## src/rtl/serial_subtractor.sv

```systemverilog
// rtl/serial_subtractor.sv - bit-serial unsigned A-B with registered borrow and valid/ready input
module serial_subtractor #(
    parameter int WIDTH = 4
) (
    input  logic             clk,
    input  logic             rst_n,
    input  logic             in_valid,
    input  logic [WIDTH-1:0] A,
    input  logic [WIDTH-1:0] B,
    output logic             in_ready,
    output logic             out_valid,
    output logic [WIDTH:0]   Output
);

    localparam int CW = (WIDTH > 1) ? $clog2(WIDTH) : 1;
    localparam logic [CW-1:0] LAST_BIT = CW'(WIDTH - 1);

    typedef enum logic [1:0] {
        IDLE = 2'd0,
        CALC = 2'd1,
        DONE = 2'd2
    } state_t;

    state_t            state_q, state_d;
    logic [WIDTH-1:0]  a_sr_q, a_sr_d;
    logic [WIDTH-1:0]  b_sr_q, b_sr_d;
    logic [WIDTH-1:0]  diff_sr_q, diff_sr_d;
    logic              bor_q, bor_d;
    logic [CW-1:0]     cnt_q, cnt_d;
    logic [WIDTH:0]    result_q, result_d;

    logic              bit_a, bit_b, bit_d, bor_next;

    // Single full-subtractor cell working on the LSBs of the operand shift registers
    always_comb begin
        bit_a    = a_sr_q[0];
        bit_b    = b_sr_q[0];
        bit_d    = bit_a ^ bit_b ^ bor_q;
        bor_next = (~bit_a & bit_b) | (~bit_a & bor_q) | (bit_b & bor_q);
    end

    always_comb begin
        state_d   = state_q;
        a_sr_d    = a_sr_q;
        b_sr_d    = b_sr_q;
        diff_sr_d = diff_sr_q;
        bor_d     = bor_q;
        cnt_d     = cnt_q;
        result_d  = result_q;
        case (state_q)
            IDLE: begin
                if (in_valid) begin
                    a_sr_d    = A;
                    b_sr_d    = B;
                    diff_sr_d = '0;
                    bor_d     = 1'b0;
                    cnt_d     = '0;
                    state_d   = CALC;
                end
            end
            CALC: begin
                a_sr_d    = a_sr_q >> 1;
                b_sr_d    = b_sr_q >> 1;
                diff_sr_d = {bit_d, diff_sr_q[WIDTH-1:1]};
                bor_d     = bor_next;
                cnt_d     = cnt_q + CW'(1);
                if (cnt_q == LAST_BIT) begin
                    // diff_sr_d already holds the complete difference, LSB at bit 0
                    result_d = {bor_next, diff_sr_d};
                    state_d  = DONE;
                end
            end
            DONE: begin
                state_d = IDLE;
            end
            default: begin
                state_d = IDLE;
            end
        endcase
    end

    always_ff @(posedge clk or negedge rst_n) begin
        if (!rst_n) begin
            state_q   <= IDLE;
            a_sr_q    <= '0;
            b_sr_q    <= '0;
            diff_sr_q <= '0;
            bor_q     <= 1'b0;
            cnt_q     <= '0;
            result_q  <= '0;
        end else begin
            state_q   <= state_d;
            a_sr_q    <= a_sr_d;
            b_sr_q    <= b_sr_d;
            diff_sr_q <= diff_sr_d;
            bor_q     <= bor_d;
            cnt_q     <= cnt_d;
            result_q  <= result_d;
        end
    end

    assign in_ready  = (state_q == IDLE);
    assign out_valid = (state_q == DONE);
    assign Output    = result_q;

endmodule

```

## config.mk

```make
export PLATFORM = sky130hd
export DESIGN_NAME = serial_subtractor
export DESIGN_NICKNAME = d
export VERILOG_FILES = /design/src/rtl/serial_subtractor.sv
export SDC_FILE = /design/constraint.sdc
export NUM_CORES = 1
export LEC_CHECK = 0
export ABC_AREA = 1
export CORE_MARGIN = 1.5
export CORE_UTILIZATION = 53
export CTS_CLUSTER_SIZE = 8
export DETAILED_ROUTE_END_ITERATION = 6
export PLACE_DENSITY = 0.87
export SETUP_SLACK_MARGIN = 0.5
export SYNTH_ARGS = -nofsm -noshare
export SYNTH_HDL_FRONTEND = slang
export SYNTH_SLANG_ARGS = --single-unit
```

## constraint.sdc

```tcl
create_clock -name clk -period 2.72 [get_ports clk]
set_input_delay 0.544 -clock clk [delete_from_list [all_inputs] [get_ports clk]]
set_output_delay 0.544 -clock clk [all_outputs]
set_load 0.05 [all_outputs]
```

==> results.py <==
metrics = {
    "status": {
        "status": "complete, no violations",
    },
    "sta": {
        "period_minus_slack_ps": 2090,
        "rsz0062_at_grt": "no",
        "fin_setup_tns_ps": 0,
        "fmax_mhz": 477,
        "slew-limit-headroom": 0.671,
        "finalCritPeriodShare": 0.770,
        "setup_violations": 0,
        "setup_ws_ps": 625,
        "finalHoldViolCount": 0,
        "worst_slew_pin_slew_ps": 491,
        "fin_worst_skew_ps": 2.62,
        "slew_viol_final": 0,
    },
    "power": {
        "p_leak_nw": 0.625,
        "peakVddDrop_uv": 586,
        "powerDensity_nw_per_um2": 1190,
    },
    "placement": {
        "dpl.hpwl_mm": 1.26,
        "dp_slack_ps": 686,
        "io_buffers": 17,
        "routabilityCongestion": 0.783,
    },
    "route": {
        "ant_nets": 0,
        "finalWirelength_mm": 1.63,
        "vias_per_cell": 4.76,
        "vias": 748,
        "firstDrtPassIters": 5,
        "routedWlPerCell_um": 10.4,
        "routed-wl-met3_um": 89,
        "highest_layer": "met4",
        "drc_errors": 0,
        "wl_met1_um": 726,
        "met2_length_um": 784,
        "dr.first_iter.drc_count": 13,
    },
    "setup_path": {
        "critPathLaunchType": "flip-flop",
        "crit_arrival_ps": 1550,
        "required_ps": 2180,
        "ff2ff_path_depth": 4,
        "worst-path-max-fanout": 13,
        "end_kind": "output port",
        "crit_type": "reg -> out",
    },
    "yosys": {
        "yosys_warnings": 0,
        "ys_seq_area_frac": 0.543,
        "synth_cell_types": 17,
        "synth_compound_area_frac": 0.0866,
        "synth-adder-area-share": 0.0336,
        "syn_inst": 112,
        "ys_ff_latch": 21,
        "synthesis.nets": 125,
        "synth_top_family_by_area": "simple AND/OR/NAND/NOR gates",
        "syn-cell-area_um2": 968,
        "synth-xor-area-share": 0,
        "avgSynthCellArea_um2": 8.65,
        "synthSimpleGateAreaFrac": 0.247,
        "synthMuxAreaShare": 0,
    },
    "grt": {
        "antenna_found_initial": 0,
        "grt_max_degree": 22,
        "overflow": 0,
        "grt_pass1_wl_mm": 2.68,
        "first_global_vias": 684,
        "grt_use_total": 0.180,
    },
    "cts": {
        "cts_tree": "done",
        "clk_pin_slew_worst_paths_ps": 110,
        "cts_sinks": 21,
        "numCtsBuffers": 3,
        "clk-insertion-delay-late_ps": 290,
        "clk_path_buf_depth": 2,
        "cts_hold_buf": 0,
        "cts_root_buffer": "clkbuf_4",
        "h-tree-depth": 1,
    },
    "floorplan": {
        "die-area_um2": 2090,
        "start_util": 0.561,
        "dieWidth_um": 45.7,
        "core_area_um2": 1730,
        "fp-row-count": 15,
        "dieHeight_um": 45.7,
        "ios": 18,
    },
    "finish": {
        "diodes": 0,
        "n_fill_cell": 153,
        "nNetsFinal": 146,
        "ff_latch_area_um2": 526,
        "multi_input_area_um2": 355,
        "final_layout_size_suffix_gt1_frac": 0.129,
        "syn_to_final_growth_pct": 22.5,
    },
    "min_path": {
        "min_path_cells": 2,
        "hold_class": "reg -> reg",
    },
    "run": {
        "maxCapViolCount": 0,
    },
}
## layout by cell type, fill, tap and decap left out
| master | count |
|---|---|
| nand3_1 | 6 |
| inv_1 | 16 |
| a21oi_1 | 1 |
| nand2_2 | 1 |
| inv_2 | 3 |
| fa_1 | 1 |
| nor2_1 | 4 |
| dfrtp_1 | 21 |
| ha_1 | 1 |
| o21ai_2 | 4 |
| clkbuf_4 | 3 |
| nor2_4 | 1 |
| buf_4 | 1 |
| nand2_1 | 41 |
| dlygate4sd2_1 | 2 |
| clkinv_2 | 1 |
| a21oi_2 | 1 |
| clkdlybuf4s50_1 | 15 |
| nand2_4 | 2 |
| o21ai_1 | 7 |
## stage by stage
step / hold WS (ps) / area (um2) / instances / util / total power [W]
floorplan: 248 / 968 / 112 / - / 0.00111
global placement: 459 / 1160 / 153 / 0.672 / 0.00126
detailed placement: 466 / 1160 / 153 / 0.672 / 0.00129
CTS: 493 / 1190 / 157 / 0.687 / 0.00143
global route: 518 / 1190 / 157 / 0.687 / 0.00154
finish: 492 / 1190 / 157 / 0.687 / 0.00142
## path summary, 6_finish.rpt
check	end	from	slack (ps)
setup reg to reg	a_sr_q[1]	state_q[0]	1400
hold reg to reg	cnt_q[1]	cnt_q[1]	490
setup / recovery	out_valid	state_q[0]	630
hold / removal	cnt_q[1]	cnt_q[1]	490
max in group asynchronous	cnt_q[1]	rst_n	1930
min in group asynchronous	state_q[1]	rst_n	580
## worst max-delay path, cell delays in order, from the launching register on
cell and delay [ps]:
dfrtp_1 570, nor2_1 160, dlygate4sd2_1 530
## power by group
group	internal, W	switching (W)	total (W)	leakage, nW
clock	0.0000546	0.0000866	0.000141	0.0177
sequential	0.000450	0.000107	0.000558	0.265
combinational	0.000249	0.000469	0.000718	0.342
total	0.000754	0.000663	0.00142	0.625
## cell families after synthesis
kind of cell             count (synthesis)
AO/OA/AOI/OAI                           13
adder cells (fa/ha/maj)                  2
buffers and inverters                   21
flip-flops                              21
AND/OR/NAND/NOR                         55
## Yosys cell counts
cell	number	area, um2
dfrtp_1	21	526
nand2_2	1	6.26
buf_2	1	5.00
nor2_1	4	15.0
nand2_4	2	22.5
nand3_1	6	30.0
fa_1	1	20.0
o21ai_2	4	35.0
nor2_4	1	11.3
inv_2	3	11.3
ha_1	1	12.5
o21ai_1	7	35.0
nand2_1	41	154
inv_1	16	60.1
a21oi_1	1	5.00
buf_6	1	11.3
a21oi_2	1	8.76
## layer usage
metal | up-vias | GRT usage
li1 | 378 | -
met1 | 337 | 0.213
met2 | 29 | 0.301
met3 | 4 | 0.0357
met4 | 0 | 0.103
met5 | - | 0
## repair_timing
action                                  CTS  global route
endpoints found under the setup margin    2             0
buffers inserted                          0             0
resized for setup                         2             0
hold endpoints to repair                  0             0
## final cells by class
type | count | area share
clock buffer | 3 | 0.0190
multi-input combinational | 70 | 0.300
sequential | 21 | 0.443
inverter | 19 | 0.0601
clock inverter | 1 | 0.00422
timing repair buffer | 18 | 0.148
tap | 25 | 0.0264
## registers in the layout, indices dropped and copies added, names as in the netlist
signal,flops
b_sr_q,4
diff_sr_q,3
a_sr_q,4
state_q,2
cnt_q,2
Output,5
bor_q,1
Power figures use the tool's default switching activity.
